<file path="src/rtl/key_scan_debounce.sv">
// rtl/key_scan_debounce.sv - synchronised, debounced key inputs with press/release pulses, auto-repeat and key encoder
module key_scan_debounce #(
    parameter int N_KEYS          = 5,
    parameter int DEBOUNCE_CYCLES = 2000000,
    parameter int REPEAT_DELAY    = 50000000,
    parameter int REPEAT_PERIOD   = 10000000,
    parameter int CODE_W          = 4
) (
    input  logic              clk,
    input  logic              rst,
    input  logic [N_KEYS-1:0] keys_raw,
    input  logic [N_KEYS-1:0] repeat_en,
    output logic [N_KEYS-1:0] key_level,
    output logic [N_KEYS-1:0] key_press,
    output logic [N_KEYS-1:0] key_release,
    output logic              key_valid,
    output logic [CODE_W-1:0] key_code
);

    localparam int DW   = $clog2(DEBOUNCE_CYCLES);
    localparam int RMAX = (REPEAT_DELAY > REPEAT_PERIOD) ? REPEAT_DELAY : REPEAT_PERIOD;
    localparam int RW   = $clog2(RMAX);

    typedef enum logic [1:0] {
        IDLE  = 2'd0,
        DELAY = 2'd1,
        RPT   = 2'd2
    } rep_state_t;

    logic [N_KEYS-1:0] s1;
    logic [N_KEYS-1:0] s2;
    logic [N_KEYS-1:0] toggle;
    logic [N_KEYS-1:0] rep_pulse;
    logic [CODE_W-1:0] low_code;

    for (genvar i = 0; i < N_KEYS; i++) begin : g_key
        logic [DW-1:0] db_cnt;
        logic          db_toggle;
        logic          press_ev;
        logic          rel_ev;
        logic [RW-1:0] rcnt;
        rep_state_t    st;
        rep_state_t    st_next;
        logic          pulse;

        // A single agreeing sample clears the count, so glitches never accumulate.
        assign db_toggle = (s2[i] != key_level[i]) && (db_cnt == DW'(DEBOUNCE_CYCLES - 1));
        assign press_ev  = db_toggle & ~key_level[i];
        assign rel_ev    = db_toggle & key_level[i];
        assign toggle[i] = db_toggle;

        always_ff @(posedge clk) begin
            if (!rst) begin
                db_cnt <= '0;
            end else if ((s2[i] == key_level[i]) || db_toggle) begin
                db_cnt <= '0;
            end else begin
                db_cnt <= db_cnt + 1'b1;
            end
        end

        always_ff @(posedge clk) begin
            if (!rst) begin
                st   <= IDLE;
                rcnt <= '0;
            end else begin
                st <= st_next;
                if ((st_next != st) || (st == IDLE)) begin
                    rcnt <= '0;
                end else if ((st == RPT) && (rcnt == RW'(REPEAT_PERIOD - 1))) begin
                    rcnt <= '0;
                end else begin
                    rcnt <= rcnt + 1'b1;
                end
            end
        end

        always_comb begin
            st_next = st;
            case (st)
                IDLE:    if (press_ev && repeat_en[i]) st_next = DELAY;
                DELAY: begin
                    if (rel_ev || !repeat_en[i]) begin
                        st_next = IDLE;
                    end else if (rcnt == RW'(REPEAT_DELAY - 1)) begin
                        st_next = RPT;
                    end
                end
                RPT:     if (rel_ev || !repeat_en[i]) st_next = IDLE;
                default: st_next = IDLE;
            endcase
        end

        always_comb begin
            pulse = 1'b0;
            if ((st == DELAY) && (st_next == RPT)) begin
                pulse = 1'b1;
            end else if ((st == RPT) && (st_next == RPT) && (rcnt == RW'(REPEAT_PERIOD - 1))) begin
                pulse = 1'b1;
            end
        end

        assign rep_pulse[i] = pulse;
    end

    always_comb begin
        low_code = '0;
        for (int i = N_KEYS - 1; i >= 0; i--) begin
            if (key_press[i]) low_code = CODE_W'(i);
        end
    end

    // Press and release are registered on the same edge that flips key_level.
    always_ff @(posedge clk) begin
        if (!rst) begin
            s1          <= '0;
            s2          <= '0;
            key_level   <= '0;
            key_press   <= '0;
            key_release <= '0;
            key_valid   <= 1'b0;
            key_code    <= '0;
        end else begin
            s1          <= keys_raw;
            s2          <= s1;
            key_level   <= key_level ^ toggle;
            key_press   <= (toggle & ~key_level) | rep_pulse;
            key_release <= toggle & key_level;
            key_valid   <= |key_press;
            if (|key_press) key_code <= low_code;
        end
    end

endmodule

</file>
<file path="config.mk">
export PLATFORM = sky130hd
export DESIGN_NAME = key_scan_debounce
export DESIGN_NICKNAME = d
export VERILOG_FILES = /design/src/rtl/key_scan_debounce.sv
export SDC_FILE = /design/constraint.sdc
export NUM_CORES = 1
export LEC_CHECK = 0
export ABC_AREA = 1
export ABC_CLOCK_PERIOD_IN_PS = 2400
export CAP_MARGIN = 20
export CORE_AREA = 10 10 185 187
export CTS_CLUSTER_DIAMETER = 200
export DETAILED_ROUTE_END_ITERATION = 10
export DIE_AREA = 0 0 195 197
export PLACE_DENSITY = 0.61
export SYNTH_ARGS = -nofsm -noshare
export SYNTH_HDL_FRONTEND = slang
export SYNTH_SLANG_ARGS = --single-unit
</file>
<file path="constraint.sdc">
create_clock -name clk -period 2.4 [get_ports clk]
set_input_delay 0.48 -clock clk [delete_from_list [all_inputs] [get_ports clk]]
set_output_delay 0.48 -clock clk [all_outputs]
set_load 0.01 [all_outputs]
</file>
==> qor.yml, run 1 <==
clock_network:
  cts.sinks: 274
  hold_buffers: 0
  post_cts_buffers: 0
  cts_buffers: 31
  cts.reportedPaths.clkPinSlew_ns: 0.06
  tritoncts: "done"
  clk_path_buf_depth: 3
  clockRootBuffer: "clkbuf_16"
  cts.htree.levels: 1
  clock_latency_ns: 0.55
  cts_resized: 0
logic_synthesis:
  yosysSeqAreaShare_pct: 40.4
  synth_edf_count: 0
  yosys.area_share.xor_xnor_pct: 7.73
  ys_warn_count: 0
  synth_cell_types: 44
  synth.avg_cell_area_um2: 7.14
  synthAdderAreaFrac_pct: 0.921
  synth_nets: 1926
  synth-seq-cells: 274
  synth_async_sr_flop_share_pct: 0
  syn_inst: 1904
  ys.flop_type: "dfxtp_1"
  synth_compound_area_share_pct: 5.72
  yosys.area_share.simple_pct: 35.6
  synth_top_family_by_area: "simple AND/OR/NAND/NOR gates"
  synth_mux_area_share_pct: 0
  syn_area_um2: 13600
place:
  place_hpwl_mm: 20.5
  placed_area_um2: 14400
  portBuffers: 30
  gp_congestion: 0.853
power:
  leakagePower_nw: 5.30
  power_density_nw_per_um2: 614
  ir_worst_vdd_mv: 0.579
critical_path:
  worstPathMaxFanout: 3
  path_cells: "clkdlybuf4s50_1"
  max_stage_delay_ns: 0.61
  crit_arrival_ns: 1.68
  r2r_slack_ns: 0.31
  reg2reg_to: "g_key[1].rcnt[2]"
  reg2regPathDepth: 11
  crit_required_ns: 1.92
  worstSetupStartpointType: "register"
  crit_slowest_cell: "clkdlybuf4s50_1"
  crit_buf_inv: 1
  crit_path_end_kind: "primary output"
  critical_path_class: "reg -> out"
  crit_family: "buffers and inverters"
  timing.rr.start: "g_key[1].rcnt[0]"
timing:
  finalCritPeriodShare_pct: 89.8
  period_needed_ns: 2.16
  rsz0062_at_grt: "false"
  max_freq_ghz: 0.464
  worst_pin_slew_ns: 0.537
  fin_worst_skew_ns: 0.00838
  hold_viol: 0
  drv_slew: 0
  setup_tns_ns: 0
  final-setup-viol-count: 0
  relSlewSlack_pct: 63.9
routing:
  met3_wirelength_mm: 1.07
  wl_per_cell_um: 11.7
  wl_met2_mm: 12.7
  drt_iter0_drc: 480
  wl_mm: 27.9
  drt-pass1-iter-count: 6
  vias: 11400
  route.detailed.drc: 0
  topRoutingLayerUsed: "met4"
  wl_met1_mm: 13.6
  avgViaCountPerCell: 4.80
  antenna_left: 0
floorplanning:
  design.core.area_um2: 30400
  start_util_pct: 44.7
  die_height_um: 197
  boundaryPins: 32
  row_count: 64
  fp.dieW_um: 195
  die_area_um2: 38400
layout:
  final_core_util_pct: 50.7
  diodes: 0
  seq_area_um2: 5490
  drive_above_1_share_pct: 8.22
  fillCellCount: 3008
  synthToLayoutAreaGrowth_pct: 13.6
  nets: 1983
  multi_input_area_um2: 6800
  final_area_um2: 15400
outcome:
  status: "finished clean"
grt:
  antenna_found_initial: 0
  grt_pass1_wl_mm: 48.3
  grt_max_degree: 27
  overflow: 0
  first_global_vias: 10800
  track_usage_pct: 14.2
worst_hold_path:
  hold_path_class: "reg -> reg"
  hp-start: "s1[0]"
  hold_path_depth: 2
  whs_endpoint: "s2[0]"
job:
  maxCapViolations: 0
[power by group]
part / total, mW / internal (mW) / switching (mW) / leakage [nW]
Sequential: 4.57 / 4.56 / 0.00675 / 2.21
Combinational: 0.0964 / 0.0384 / 0.0580 / 2.57
Clock: 4.81 / 2.95 / 1.86 / 0.523
[Yosys cell counts (9+ instances only)]
master,number,area [um^2]
nor2_1,323,1210
nand2_1,319,1200
inv_1,303,1140
dfxtp_1,274,5490
nand3_1,94,470
nor3_1,88,440
xor2_1,85,744
a21oi_1,79,395
nand4_1,69,432
o21ai_0,38,190
xnor2_1,35,307
nor2_4,25,282
nor2_2,21,131
nor4_1,20,125
or2_2,16,100
nor3b_1,12,90.1
nand2_2,11,68.8
ha_1,10,125
nor3_2,9,90.1
[through the flow]
stage | std cells | power, mW | hold slack, ns | worst slack [ns]
floorplan | 1904 | 4.72 | 0.390 | 0.638
global placement | 2324 | 4.76 | 0.393 | 0.189
global route | 2379 | 9.82 | 0.431 | 0.0994
detailed placement | 2324 | 4.76 | 0.395 | 0.199
finish | 2379 | 9.47 | 0.409 | 0.244
CTS | 2379 | 9.63 | 0.409 | 0.227
[cell families after synthesis]
group | count (synthesis)
xor+xnor | 120
simple gates | 1027
fa+ha+maj | 10
flops | 274
buf+inv | 328
other cells | 1
compound gates | 144
[cell type report]
cell class,instances,share of cell area (%)
Clock buffer,45,5.95
Timing Repair Buffer,45,2.92
Multi-Input combinational cell,1302,44.1
Tap cell,396,3.21
Clock inverter,10,0.859
Sequential cell,274,35.5
Inverter,307,7.47
[how the worst max path moves through the flow]
| stage | start | to | slack, ns | cells after the start |
|---|---|---|---|---|
| 2_1_floorplan | g_key[1].db_cnt[0] | g_key[1].rcnt[18] | 0.64 | 15 |
| 3_3_place_gp | rst | g_key[1].rcnt[2] | 0.19 | 8 |
| 4_1_cts | key_press[2] | key_press[2] | 0.23 | 1 |
| 6_report | key_press[2] | key_press[2] | 0.24 | 1 |
| 3_5_place_dp | rst | g_key[1].rcnt[4] | 0.20 | 8 |
| 5_1_grt | g_key[1].rcnt[0] | g_key[1].rcnt[25] | 0.1 | 11 |
[cells in the final DEF, fill, tap and decap left out, types with 12 or more instances in the layout]
cell,synthesis,layout
nor2_4,25,25
nand2_1,319,319
clkbuf_16,0,31
nand3_1,94,94
or2_2,16,16
nand4_1,69,69
nor2_2,21,21
nor2_1,323,323
nor4_1,20,20
buf_4,5,12
clkdlybuf4s50_1,0,30
nor3b_1,12,12
o21ai_0,38,38
xor2_1,85,85
xnor2_1,35,35
a21oi_1,79,79
nor3_1,88,88
dfxtp_1,274,274
inv_1,303,303
[registers in the layout (all words and copies together), names as in the netlist, named ones only]
signal        count
g_key.st         10
key_press         5
key_code          3
g_key.db_cnt    105
g_key.rcnt      130
key_release       5
key_valid         1
s2                5
s1                5
[per-layer routing]
metal,global-route usage [%],up-vias
met3,2.46,41
met4,3.68,0
met1,18.3,5089
met2,24.0,152
met5,0,-
li1,-,6143
No activity file was read; power rests on OpenSTA's default activity.
==> run 2: changes to the inputs <==
ABC_CLOCK_PERIOD_IN_PS = 2000   (was 2400)
CORE_AREA = 3 3 178 180   (was 10 10 185 187)
DIE_AREA = 0 0 181 183   (was 0 0 195 197)
clock period = 2 ns   (was 2.4 ns; I/O delays follow)
==> qor.yml, run 2 (same netlist as run 1, synthesis figures left out) <==
critical_path:
  worstPathMaxFanout: 3
  worstSetupStartpointType: "register"
  crit_family: "buffers and inverters"
  crit_arrival_ns: 1.54
  crit_slowest_cell: "clkdlybuf4s50_1"
  crit_buf_inv: 1
  crit_required_ns: 1.60
  r2r_slack_ns: 0.06
  path_cells: "clkdlybuf4s50_1"
  critical_path_class: "reg -> out"
  crit_path_end_kind: "primary output"
  max_stage_delay_ns: 0.57
timing:
  max_freq_ghz: 0.516
  period_needed_ns: 1.94
  fin_worst_skew_ns: 0.0146
  rsz0062_at_grt: "true"
  hold_viol: 0
  finalCritPeriodShare_pct: 96.8
  drv_slew: 0
  final-setup-viol-count: 0
  hold_ws_ns: 0.386
  setup_ws_ns: 0.0635
layout:
  diodes: 0
  top_regs: "g_key.rcnt: 130 flops, g_key.db_cnt: 105 flops, g_key.st: 10 flops"
  final_common_cell: "nand2_1"
  nets: 2027
  synthToLayoutAreaGrowth_pct: 18.6
  largest_register: "g_key.rcnt"
  drive_above_1_share_pct: 12.5
  layout_common_cells: "nand2_1 (313), nor2_1 (304), inv_1 (301)"
  final_core_util_pct: 53.1
  largest_reg_flops: 130
clock_network:
  hold_buffers: 0
  cts.htree.levels: 1
  cts.reportedPaths.clkPinSlew_ns: 0.06
  cts.sinks: 274
  clk_path_buf_depth: 3
  clockRootBuffer: "clkbuf_16"
  cts_buffers: 31
  clock_latency_ns: 0.55
  tritoncts: "done"
floorplanning:
  fp.dieW_um: 181
  design.core.area_um2: 30300
  boundaryPins: 32
  row_count: 64
  die_height_um: 183
  die_area_um2: 33100
  start_util_pct: 44.8
grt:
  antenna_found_initial: 0
  grt_max_degree: 27
  first_global_vias: 11100
  grt_pass1_wl_mm: 49.1
  track_usage_pct: 16.8
  overflow: 0
routing:
  antenna_left: 0
  vias: 11800
  drt_iter0_drc: 515
  avgViaCountPerCell: 4.86
  route.detailed.drc: 0
  drt-pass1-iter-count: 8
  wl_mm: 28.8
  wl_per_cell_um: 11.9
power:
  p_total_mw: 11.4
  power_density_nw_per_um2: 708
  ir_worst_vdd_mv: 0.595
  leakagePower_nw: 5.66
job:
  maxCapViolations: 0
place:
  post-place-ws_ns: 0.0428
  place_hpwl_mm: 20.8
  portBuffers: 30
  gp_congestion: 0.847
worst_hold_path:
  hold_path_class: "in -> reg"
outcome:
  status: "finished clean"
==> run 2: changes by cell type in the layout (fill, tap and decap cells not counted), sizes merged <==
cell and delta:
buf +40, bufinv +1, clkdlybuf4s50 -1, clkinv +1, clkinvlp +3, dlymetal6s2s +1
==> run 2: final timing paths <==
check / start / to / depth (start not counted)
max: key_press[0] / key_press[0] / 1
min: keys_raw[4] / s1[4] / 3
max reg2reg: g_key[1].db_cnt[1] / g_key[1].rcnt[5] / 13
min reg2reg: s1[2] / s2[2] / 2
==> run 2: repair_timing <==
item,CTS,global route
resized for setup,2,63
endpoints found under the setup margin,2,152
cloned,0,5
buffers inserted,0,8
pin swaps,0,17
==> run 2: through the flow <==
stage | instances | cell area, um^2 | TNS, ns
after global routing | 2424 | 16100 | -0.703
after CTS | 2411 | 15700 | 0
after detailed placement | 2355 | 14700 | 0
after floorplan | 1904 | 13600 | 0
final | 2424 | 16100 | 0
after global placement | 2355 | 14700 | 0
==> run 2: area by class of cell <==
type / count / area [um^2]
sequential: 274 / 5490
multi-input combinational: 1302 / 7010
clock inverter: 15 / 190
clock buffer: 41 / 863
tap: 396 / 495
inverter: 307 / 1150
timing repair buffer: 89 / 915
fill: 2909 / 14200
==> run 2: power breakdown <==
part           internal [mW]  switching (mW)  leakage [nW]
clock                   3.54            2.26         0.513
combinational         0.0580          0.0783          2.93
sequential              5.47         0.00841          2.21
total                   9.07            2.34          5.66
==> run 2: routing by layer <==
metal	share of wire [%]	global-route usage [%]	vias to the layer above
li1	-	-	6239
met1	49	22.6	5327
met2	46	29.0	172
met3	3.6	2.56	40
met4	1.6	3.17	0
met5	0	0	-
